$ cat config.mk
export PLATFORM = sky130hd
export DESIGN_NAME = bus_arb
export DESIGN_NICKNAME = d
export VERILOG_FILES = /design/src/rtl/bus_arb.sv
export SDC_FILE = /design/constraint.sdc
export NUM_CORES = 1
export LEC_CHECK = 0
export ABC_AREA = 1
export CAP_MARGIN = 5
export CORE_ASPECT_RATIO = 0.6
export CORE_MARGIN = 2
export CORE_UTILIZATION = 21
export DETAILED_ROUTE_END_ITERATION = 10
export GPL_TIMING_DRIVEN = 0
export PLACE_DENSITY_LB_ADDON = 0.15
export SKIP_LAST_GASP = 1
export SLEW_MARGIN = 20
export SYNTH_ARGS = -nofsm -noshare
export SYNTH_HDL_FRONTEND = slang
export SYNTH_SLANG_ARGS = --single-unit
$ cat constraint.sdc
create_clock -name clk -period 1.4 [get_ports clk]
set_input_delay 0.28 -clock clk [delete_from_list [all_inputs] [get_ports clk]]
set_output_delay 0.28 -clock clk [all_outputs]
set_load 0.005 [all_outputs]
$ cat src/rtl/bus_arb.sv
// Two-master arbiter for the shared 8-bit data bus (CPU = m0, loader = m1).
// Define BUS_ARB_RR_EN for round-robin ties; default is fixed m0 priority.
module bus_arb #(
  parameter int ADDR_W = 8,
  parameter int DATA_W = 8
) (
  input  logic              clk,
  input  logic              rst_n,
  input  logic              m0_req,
  input  logic              m0_we,
  input  logic [ADDR_W-1:0] m0_addr,
  input  logic [DATA_W-1:0] m0_wdata,
  output logic              m0_ack,
  output logic [DATA_W-1:0] m0_rdata,
  output logic              m0_stall,
  input  logic              m1_req,
  input  logic              m1_we,
  input  logic [ADDR_W-1:0] m1_addr,
  input  logic [DATA_W-1:0] m1_wdata,
  output logic              m1_ack,
  output logic [DATA_W-1:0] m1_rdata,
  input  logic              m1_lock,
  output logic              bus_we,
  output logic [ADDR_W-1:0] bus_addr,
  output logic [DATA_W-1:0] bus_wdata,
  input  logic [DATA_W-1:0] bus_rdata,
  output logic [1:0]        owner
);

  typedef enum logic [1:0] {
    IDLE = 2'b00,
    OWN0 = 2'b01,
    OWN1 = 2'b10
  } state_t;

  state_t state;
  state_t state_nxt;
  logic   last;
  logic   tie_m1;

`ifdef BUS_ARB_RR_EN
  assign tie_m1 = ~last;
`else
  assign tie_m1 = 1'b0;
`endif

  always_ff @(posedge clk or negedge rst_n) begin
    if (!rst_n) begin
      state <= IDLE;
      last  <= 1'b1;
    end else begin
      state <= state_nxt;
      if (m0_ack)
        last <= 1'b0;
      else if (m1_ack)
        last <= 1'b1;
    end
  end

  always_comb begin
    state_nxt = state;
    m0_ack    = 1'b0;
    m1_ack    = 1'b0;
    m0_rdata  = '0;
    m1_rdata  = '0;
    bus_we    = 1'b0;
    bus_addr  = '0;
    bus_wdata = '0;
    case (state)
      IDLE: begin
        if (m0_req && m1_req)
          state_nxt = tie_m1 ? OWN1 : OWN0;
        else if (m0_req)
          state_nxt = OWN0;
        else if (m1_req)
          state_nxt = OWN1;
        else
          state_nxt = IDLE;
      end
      OWN0: begin
        m0_ack    = m0_req;
        m0_rdata  = m0_req ? bus_rdata : '0;
        bus_we    = m0_req & m0_we;
        bus_addr  = m0_addr;
        bus_wdata = m0_wdata;
`ifdef BUS_ARB_RR_EN
        if (m1_req)
          state_nxt = OWN1;
        else if (m0_req)
          state_nxt = OWN0;
        else
          state_nxt = IDLE;
`else
        // m1 waits until the CPU stops requesting
        if (m0_req)
          state_nxt = OWN0;
        else if (m1_req)
          state_nxt = OWN1;
        else
          state_nxt = IDLE;
`endif
      end
      OWN1: begin
        m1_ack    = m1_req;
        m1_rdata  = m1_req ? bus_rdata : '0;
        bus_we    = m1_req & m1_we;
        bus_addr  = m1_addr;
        bus_wdata = m1_wdata;
        if (m1_req && m1_lock)
          state_nxt = OWN1;
        else if (m0_req)
          state_nxt = OWN0;
        else if (m1_req)
          state_nxt = OWN1;
        else
          state_nxt = IDLE;
      end
      default: state_nxt = IDLE;
    endcase
  end

  assign m0_stall = m0_req & ~m0_ack;
  assign owner    = state;

endmodule

==> impl_metrics.json, run 1 <==
{
  "synth_cells": 114,
  "crit_path_cell_trace": "inv_2, ha_4, buf_6, buf_6, nand2_1, a21oi_2, buf_2",
  "finalCritPeriodShare": 1.264,
  "reg2reg_from": "owner[1]$_DFF_PN0_",
  "grt_max_degree": 11,
  "cts_buffer_depth": 2,
  "vdd_drop_max_v": 0.0009502,
  "synth-simple-area-share": 0.4248,
  "holdWs_ns": 0.2330,
  "die-width_um": 71.51,
  "antenna_found_initial": 0,
  "diodes": 0,
  "fin_crit_ns": 1.770,
  "fin_cells": 253,
  "cp-startpoint": "owner[1]$_DFF_PN0_",
  "muxShareOfSynthArea": 0,
  "core_area_um2": 2557,
  "synth_top_family_by_area": "simple AND/OR/NAND/NOR gates",
  "port_buffers": 84,
  "viasPerCell": 4.352,
  "die_y_um": 44.51,
  "cp_max_fo": 5,
  "status": "finished with violations",
  "finalSetupViolCount": 36,
  "place.gp.congestion": 0.7593,
  "max_slew_margin": 0.7211,
  "cts_tree": "yes",
  "ios": 85,
  "clock.fmax_mhz": 565.0,
  "grt_usage": 0.1961,
  "combPwrFrac": 0.810,
  "end_kind": "output port",
  "critPathKind": "reg2out",
  "wl_um": 3426,
  "p_int_mw": 0.9908,
  "layout-area-overhead-vs-synth_pct": 225.9,
  "drcViolationCount": 0,
  "start_kind": "flop",
  "synth_nets": 167,
  "pwr-share-clk": 0.137,
  "rsz0062_at_grt": "true",
  "placed_cells": 230,
  "overflow": 0,
  "synth-seq-area-share": 0.08715,
  "clock_skew_ns": 0.0004620,
  "initial_utilization": 0.2246,
  "fillers": 193,
  "grt_first_pass_wirelength_um": 4947,
  "path_delay_family": "buffers and inverters",
  "fp-row-count": 14,
  "hold_viol": 0,
  "power_switching_share": 0.4079,
  "final_antenna_net_count": 0,
  "vias": 1101,
  "ys_types": 12,
  "cts_buffers": 3,
  "grt_pass1_vias": 1061,
  "firstDrtPassIters": 3,
  "hp-class": "in2async",
  "clk_pin_slew_ns": 0.03,
  "crit_top_cell": "buf_6",
  "maxCapViolations": 0,
  "violations": "setup timing",
  "largest_reg_flops": 2,
  "switchingPower_mw": 0.6827,
  "nets": 276,
  "ys_ff_latch": 2,
  "ctsRootBufferMaster": "clkbuf_8",
  "highest_layer": "met4",
  "synthAdderAreaFrac": 0.1307,
  "die_area_um2": 3183,
  "htreeDepth": 1,
  "cts.sinks": 2,
  "synth.avg_cell_area_um2": 5.038,
  "synth_xor_area_frac": 0,
  "wl_met2_um": 1720,
  "required_ns": 1.12,
  "totalPowerFinal_mw": 1.674,
  "hpwl_um": 2196,
  "crit_path_max_incr_delay_ns": 0.40,
  "clkLatencyLatePin_ns": 0.21,
  "drive_above_1_share": 0.5882,
  "power_density_nw_per_um2": 894.1,
  "drv_slew": 0,
  "worst_pin_slew_ns": 0.4184,
  "cp.arrival_ns": 1.49,
  "post_drt_wl_per_cell_um": 13.54,
  "wl_met3_um": 219,
  "drt_iter0_drc": 21,
  "synth_area_um2": 574.3,
  "m1WireLength_um": 1456,
  "power.leakage_nw": 0.8717,
  "critPathSlowestCell": "dfrtp_1",
  "synth_compound_area_frac": 0.1656,
  "p_seq_frac": 0.053,
  "worst_slack_ns": -0.3698,
  "cts_hold_buf": 0,
  "crit_buf_inv": 4,
  "yosysWarnings": 0
}
-- timing repair --
item                                    4_1_cts  5_1_grt
buffers inserted                             17        3
pin swaps                                    36       15
resized for setup                           210       39
cloned                                        1        1
endpoints found under the setup margin       38       37
-- area by class of cell --
cell class	instances	area (um2)	share of cell area
Sequential cell	2	51.30	0.02741
Timing Repair Buffer	106	910.9	0.4866
Buffer	3	42.54	0.02273
Clock buffer	3	41.29	0.02206
Inverter	18	77.57	0.04144
Multi-Input combinational cell	89	708.2	0.3783
Tap cell	32	40.04	0.02139
-- synth_stat cells --
master / n / area (um2)
nand3_1: 1 / 5.000
a21oi_1: 19 / 95.09
ha_1: 6 / 75.07
dfrtp_1: 2 / 50.05
nor2_1: 19 / 71.32
nand2_1: 43 / 161.4
buf_4: 2 / 15.01
inv_2: 2 / 7.510
inv_1: 16 / 60.06
buf_2: 1 / 5.000
or2_0: 1 / 6.260
buf_6: 2 / 22.52
-- worst reg2reg max path, stage by stage, from the launching register on --
cell and delay [ns]:
dfrtp_1 0.40, buf_6 0.14, buf_4 0.12, ha_1 0.18, or2_0 0.22, a21oi_1 0.14
-- cells by family (layout without fill, tap and decap cells) --
group,after synthesis,in the layout
adder cells (fa/ha/maj),6,6
AO/OA/AOI/OAI,19,19
flip-flops,2,2
AND/OR/NAND/NOR,64,64
buffers and inverters,23,130
-- metrics by stage --
| step | utilization | TNS, ns | instance area [um2] | worst slack (ns) |
|---|---|---|---|---|
| CTS | 0.6639 | -10.13 | 1698 | -0.3805 |
| global placement | 0.5700 | -19.53 | 1458 | -0.6196 |
| floorplan | - | -0.04342 | 576.8 | -0.004342 |
| detailed placement | 0.5700 | -20.80 | 1458 | -0.6427 |
| finish | 0.7319 | -10.18 | 1872 | -0.3698 |
| global route | 0.7319 | -12.43 | 1872 | -0.4280 |
-- metal layers --
| metal | vias up | track usage |
|---|---|---|
| met1 | 500 | 0.2450 |
| met4 | 0 | 0.07547 |
| met2 | 38 | 0.3352 |
| li1 | 559 | - |
| met5 | - | 0 |
| met3 | 4 | 0.04328 |
-- worst paths after layout --
check	slack, ns	cells past startpoint	end
min in group clk	0.68	5	owner[1]$_DFF_PN0_
max reg2reg	0.12	5	owner[0]$_DFF_PN0_
max in group asynchronous	1.04	1	owner[0]$_DFF_PN0_
min	0.23	1	owner[1]$_DFF_PN0_
min reg2reg	0.79	3	owner[1]$_DFF_PN0_
max	-0.37	7	bus_addr[7]
-- placed cells by master, fill, tap and decap left out, types with 2 or more instances in the layout --
cell type	count
clkdlybuf4s50_1	44
buf_2	34
nand2_1	23
nand2_2	17
a21oi_2	17
buf_6	14
inv_1	12
nor2_4	8
nor2_2	8
buf_4	8
ha_4	5
inv_2	4
dlygate4sd2_1	4
buf_12	3
nor2_1	3
clkbuf_8	3
a21oi_1	2
nand2_8	2
-- power groups by stage --
| stage | clock (mW) | sequential [mW] | combinational [mW] |
|---|---|---|---|
| 5_1_grt | 0.246 | 0.0904 | 1.44 |
| 3_5_place_dp | 0 | 0.0878 | 0.804 |
| 6_report | 0.229 | 0.0889 | 1.36 |
| 4_1_cts | 0.237 | 0.0877 | 1.11 |
| 2_1_floorplan | 0 | 0.0856 | 0.345 |
| 3_3_place_gp | 0 | 0.0869 | 0.785 |
Power figures use the tool's default switching activity.
==> run 2, diff against run 1 <==
--- a/config.mk
+++ b/config.mk
@@ -6,13 +6,12 @@
 export NUM_CORES = 1
 export LEC_CHECK = 0
 export ABC_AREA = 1
-export CAP_MARGIN = 5
 export CORE_ASPECT_RATIO = 0.6
 export CORE_MARGIN = 2
 export CORE_UTILIZATION = 21
 export DETAILED_ROUTE_END_ITERATION = 10
 export GPL_TIMING_DRIVEN = 0
-export PLACE_DENSITY_LB_ADDON = 0.15
+export PLACE_DENSITY = 0.78
 export SKIP_LAST_GASP = 1
 export SLEW_MARGIN = 20
 export SYNTH_ARGS = -nofsm -noshare
==> run 2 against run 1 <==
  * The flow still finishes with violations (setup timing)
  * Highest routed layer unchanged
  * Worst hold slack got worse by 0.0022 ns
  * Critical path depth did not move
  * Worst setup slack improved by 0.022 ns
==> impl_metrics.json, run 2 (same netlist as run 1, synthesis figures left out) <==
{
  "rsz0062_at_grt": "true",
  "hpwl_um": 2308,
  "drt_iter0_drc": 19,
  "largest_reg_flops": 2,
  "port_buffers": 84,
  "power_density_nw_per_um2": 854.6,
  "utilization": 0.7485,
  "nets": 278,
  "hold_viol": 0,
  "finalCritPeriodShare": 1.248,
  "cts.sinks": 2,
  "start_kind": "flop",
  "clock.fmax_mhz": 572.2,
  "maxCapViolations": 0,
  "fin_setup_tns_ns": -9.400,
  "vdd_drop_max_v": 0.0009673,
  "initial_utilization": 0.2246,
  "grt_usage": 0.2099,
  "cp-startpoint": "owner[0]$_DFF_PN0_",
  "die_area_um2": 3183,
  "core_area_um2": 2557,
  "post_drt_wl_per_cell_um": 14.65,
  "fin_cells": 255,
  "drv_slew": 0,
  "wl_um": 3735,
  "clk_pin_slew_ns": 0.03,
  "fp-row-count": 14,
  "cp.arrival_ns": 1.47,
  "place.gp.congestion": 0.7715,
  "cts_hold_buf": 0,
  "die-width_um": 71.51,
  "reg2reg_from": "owner[1]$_DFF_PN0_",
  "grt_first_pass_wirelength_um": 5223,
  "htreeDepth": 1,
  "firstDrtPassIters": 4,
  "fin_crit_ns": 1.748,
  "max_slew_margin": 0.7304,
  "worst_slack_ns": -0.3478,
  "clkLatencyLatePin_ns": 0.21,
  "required_ns": 1.12,
  "diodes": 0,
  "totalPowerFinal_mw": 1.636,
  "clock_skew_ns": 0.001496,
  "cts_tree": "yes",
  "status": "finished with violations",
  "r2r_slack_ns": -0.02,
  "violations": "setup timing",
  "ctsRootBufferMaster": "clkbuf_8",
  "ios": 85,
  "hp-class": "in2async",
  "layout-area-overhead-vs-synth_pct": 233.3,
  "placed_cells": 230,
  "viasPerCell": 4.553,
  "final_area_um2": 1914,
  "place_area_um2": 1458,
  "regToRegEndpoint": "owner[1]$_DFF_PN0_",
  "drive_above_1_share": 0.5695,
  "crit_path_end": "bus_wdata[7]",
  "cp_max_fo": 4,
  "die_y_um": 44.51,
  "reg2reg_depth": 9,
  "end_kind": "output port",
  "layout_commonest_cell": "clkdlybuf4s50_1",
  "cts_buffer_depth": 2,
  "grt_max_degree": 11,
  "finalSetupViolCount": 37,
  "critPathKind": "reg2out",
  "cts_buffers": 3,
  "overflow": 0,
  "antenna_found_initial": 0,
  "vias": 1161,
  "grt_pass1_vias": 1142,
  "power.leakage_nw": 0.8956,
  "worst_pin_slew_ns": 0.4037,
  "drcViolationCount": 0,
  "final_antenna_net_count": 0,
  "most-common-layout-cells": "clkdlybuf4s50_1, buf_2, nand2_1"
}
## run 2: report_power, final
part | switching, mW | internal, mW
clock network | 0.0476 | 0.182
logic | 0.615 | 0.706
registers | 0.0148 | 0.0714
total | 0.677 | 0.959
## run 2: layout make-up
| cell class | count | area (um2) |
|---|---|---|
| Fill cell | 188 | 643.1 |
| Sequential cell | 2 | 51.30 |
| Timing Repair Buffer | 108 | 942.2 |
| Tap cell | 32 | 40.04 |
| Buffer | 3 | 37.54 |
| Multi-Input combinational cell | 89 | 726.9 |
| Inverter | 18 | 75.07 |
| Clock buffer | 3 | 41.29 |
## run 2: how the worst min path moves through the flow
stage	startpoint	to	slack [ns]	depth (start not counted)
3_5_place_dp	rst_n	owner[0]$_DFF_PN0_	0.45	1
5_1_grt	rst_n	owner[1]$_DFF_PN0_	0.23	1
2_1_floorplan	rst_n	owner[0]$_DFF_PN0_	-0.02	0
4_1_cts	rst_n	owner[1]$_DFF_PN0_	0.23	1
6_report	rst_n	owner[1]$_DFF_PN0_	0.23	1
3_3_place_gp	rst_n	owner[0]$_DFF_PN0_	0.45	1
## run 2: stage by stage
step	setup slack (ns)	hold WS, ns
2_1_floorplan	-0.004342	-0.01559
3_3_place_gp	-0.6153	0.4460
3_5_place_dp	-0.6991	0.4535
4_1_cts	-0.3463	0.2297
5_1_grt	-0.3883	0.2300
6_report	-0.3478	0.2308
## run 2: what timing repair did
action	in CTS	in global routing
cloned	0	1
gates resized for setup	182	55
setup buffers	20	3
pin swaps	11	21
endpoints found under the setup margin	38	38
## run 2: worst max-delay path, stage by stage, from the launching register on
cell and delay [ns]:
dfrtp_2 0.43, inv_4 0.10, ha_4 0.18, buf_6 0.12
buf_6 0.11, nand2_2 0.05, a21oi_2 0.13, buf_2 0.13
## run 2: routing by layer
metal	track usage	vias up	routed length, um
met5	0	-	0
li1	-	564	-
met3	0.02961	4	248
met1	0.2251	542	1472
met4	0.06038	0	49
met2	0.4333	51	1964
==> run 3, diff against run 2 <==
--- a/config.mk
+++ b/config.mk
@@ -5,13 +5,13 @@
 export SDC_FILE = /design/constraint.sdc
 export NUM_CORES = 1
 export LEC_CHECK = 0
-export ABC_AREA = 1
 export CORE_ASPECT_RATIO = 0.6
 export CORE_MARGIN = 2
 export CORE_UTILIZATION = 21
+export CTS_CLUSTER_SIZE = 28
 export DETAILED_ROUTE_END_ITERATION = 10
 export GPL_TIMING_DRIVEN = 0
-export PLACE_DENSITY = 0.78
+export PLACE_DENSITY = 0.77
 export SKIP_LAST_GASP = 1
 export SLEW_MARGIN = 20
 export SYNTH_ARGS = -nofsm -noshare
==> run 3 against run 2 <==
  * The run still ends with setup timing left
  * Sequential share of layout area down 0.081 points
  * Worst setup slack worse by 0.027 ns
  * Critical path depth is the same
  * Via count shrank 8.4%
==> impl_metrics.json, run 3 <==
{
  "status": "finished with violations",
  "violations": "setup timing",
  "required_ns": 1.12,
  "clock.fmax_mhz": 563.5,
  "ys_types": 18,
  "grt_first_pass_wirelength_um": 5513,
  "htreeDepth": 1,
  "async_flop_share": 1.000,
  "reg2reg_from": "owner[0]$_DFF_PN0_",
  "fin_setup_tns_ns": -11.11,
  "fp-row-count": 14,
  "cp_max_fo": 4,
  "worst_pin_slew_ns": 0.2195,
  "drv_slew": 0,
  "fin_crit_ns": 1.775,
  "crit_path_max_incr_delay_ns": 0.43,
  "synth_area_um2": 590.6,
  "layout_commonest_cell": "clkdlybuf4s50_1",
  "ios": 85,
  "grt_max_degree": 11,
  "wl_um": 3727,
  "synth_nets": 131,
  "drive_above_1_share": 0.6489,
  "p_int_mw": 0.9021,
  "largest_reg_flops": 2,
  "hp-class": "in2async",
  "layout-area-overhead-vs-synth_pct": 242.4,
  "overflow": 0,
  "max_slew_margin": 0.8537,
  "synth_cells": 78,
  "synth.avg_cell_area_um2": 7.571,
  "start_kind": "flop",
  "critPathKind": "reg2out",
  "vdd_drop_max_v": 0.0009717,
  "finalCritPeriodShare": 1.268,
  "worst_slack_ns": -0.3746,
  "power.leakage_nw": 0.8653,
  "yosysWarnings": 0,
  "hold_viol": 0,
  "fillers": 168,
  "synth_common_cells": "nor2b_1, a22oi_1, and3_1",
  "synthTopCellsByArea": "a22oi_1, nor2b_1, and3_1",
  "drt_iter0_drc": 33,
  "ys_ff_latch": 2,
  "final_antenna_net_count": 0,
  "die_area_um2": 3266,
  "place.gp.congestion": 0.7289,
  "rsz0062_at_grt": "true",
  "switchingPower_mw": 0.4417,
  "post_drt_wl_per_cell_um": 16.94,
  "cts.sinks": 2,
  "grt_pass1_vias": 1142,
  "utilization": 0.7799,
  "p_seq_frac": 0.062,
  "cts_buffers": 3,
  "yosysTopAreaCell": "a22oi_1",
  "power_density_nw_per_um2": 664.6,
  "cts_buffer_depth": 2,
  "cp-startpoint": "owner[1]$_DFF_PN0_",
  "firstDrtPassIters": 4,
  "synth-seq-area-share": 0.08475,
  "end_kind": "output port",
  "crit_path_cell_trace": "buf_6, ha_4, buf_6, buf_6, a22oi_2, nor2b_1, buf_2",
  "power_switching_share": 0.3287,
  "critPathSlowestCell": "dfrtp_2",
  "core_area_um2": 2592,
  "viasPerCell": 4.836,
  "nets": 243,
  "antenna_found_initial": 0,
  "maxCapViolations": 0,
  "synth_most_common_cell": "nor2b_1",
  "cts_hold_buf": 0,
  "drcViolationCount": 0,
  "most-common-layout-cells": "clkdlybuf4s50_1, buf_6, buf_2",
  "clock_skew_ns": 0.001723,
  "cp.arrival_ns": 1.49,
  "synth.top_cell.area_share": 0.2034,
  "initial_utilization": 0.2278,
  "ys.flop_type": "dfrtp_1",
  "finalSetupViolCount": 39,
  "die-width_um": 72.46,
  "hpwl_um": 2359,
  "grt_usage": 0.2222,
  "vias": 1064,
  "port_buffers": 84,
  "die_y_um": 45.08,
  "crit_top_cell": "buf_6",
  "combPwrFrac": 0.765,
  "synth-edff-count": 0,
  "pwr-share-clk": 0.172,
  "clk_pin_slew_ns": 0.03,
  "cts_tree": "yes",
  "totalPowerFinal_mw": 1.344,
  "diodes": 0,
  "clkLatencyLatePin_ns": 0.21,
  "ctsRootBufferMaster": "clkbuf_8"
}
[run 3: worst paths after layout]
check                                     end  slack [ns]  depth (start not counted)
setup / recovery                 bus_wdata[5]       -0.37                          7
hold / removal             owner[0]$_DFF_PN0_        0.23                          1
setup reg to reg           owner[1]$_DFF_PN0_       -0.04                          5
hold reg to reg            owner[1]$_DFF_PN0_        0.89                          4
max in group asynchronous  owner[1]$_DFF_PN0_        1.03                          1
min in group clk           owner[1]$_DFF_PN0_        0.66                          3
[run 3: worst max-delay path: cells and delay by family (launching register included)]
kind,cells,cell delay (ns)
compound gates,1,0.14
simple gates,1,0.06
flops,1,0.43
buf+inv,4,0.49
fa+ha+maj,1,0.17
[run 3: area by class of cell]
class	count	area [um2]	share of cell area
Clock buffer	3	41.29	0.02042
Multi-Input combinational cell	65	748.2	0.3700
Timing Repair Buffer	108	1028	0.5087
Tap cell	32	40.04	0.01980
Sequential cell	2	52.55	0.02599
Buffer	7	95.09	0.04703
Inverter	3	16.27	0.008045
[run 3: through the flow]
stage	worst slack, ns	instances	hold slack [ns]	instance area (um2)
after global routing	-0.4506	220	0.2370	2022
after detailed placement	-0.7334	194	0.4546	1494
final	-0.3746	220	0.2315	2022
after floorplan	0.006237	78	-0.01559	613.1
after global placement	-0.6879	194	0.4461	1494
after CTS	-0.3975	216	0.2306	1863
[run 3: repair_timing]
| item | 4_1_cts | 5_1_grt |
|---|---|---|
| resized for setup | 217 | 37 |
| setup endpoints to repair | 39 | 39 |
| pin swaps | 13 | 9 |
| setup buffers | 17 | 5 |
| gates cloned | 3 | 0 |
[run 3: kinds of logic (layout without fill, tap and decap cells)]
| group | count (synthesis) | after routing | share of synthesized area |
|---|---|---|---|
| AND/OR/NAND/NOR | 38 | 38 | 0.4004 |
| adder cells (fa/ha/maj) | 6 | 6 | 0.1271 |
| AO/OA/AOI/OAI | 21 | 21 | 0.2818 |
| buffers and inverters | 11 | 121 | 0.1059 |
| flip-flops | 2 | 2 | 0.08475 |
[run 3: power groups by stage]
stage                     registers [mW]  logic, mW  clock network [mW]
final                             0.0839       1.03               0.231
after detailed placement          0.0796      0.642                   0
after global routing              0.0848       1.09               0.246
after global placement            0.0788      0.627                   0
after floorplan                   0.0778      0.281                   0
after CTS                         0.0821      0.892               0.236
[run 3: layer usage]
layer,wire [um],global-route usage
met5,0,0
met4,44,0.1037
met3,184,0.04911
met2,1920,0.3853
met1,1577,0.2688
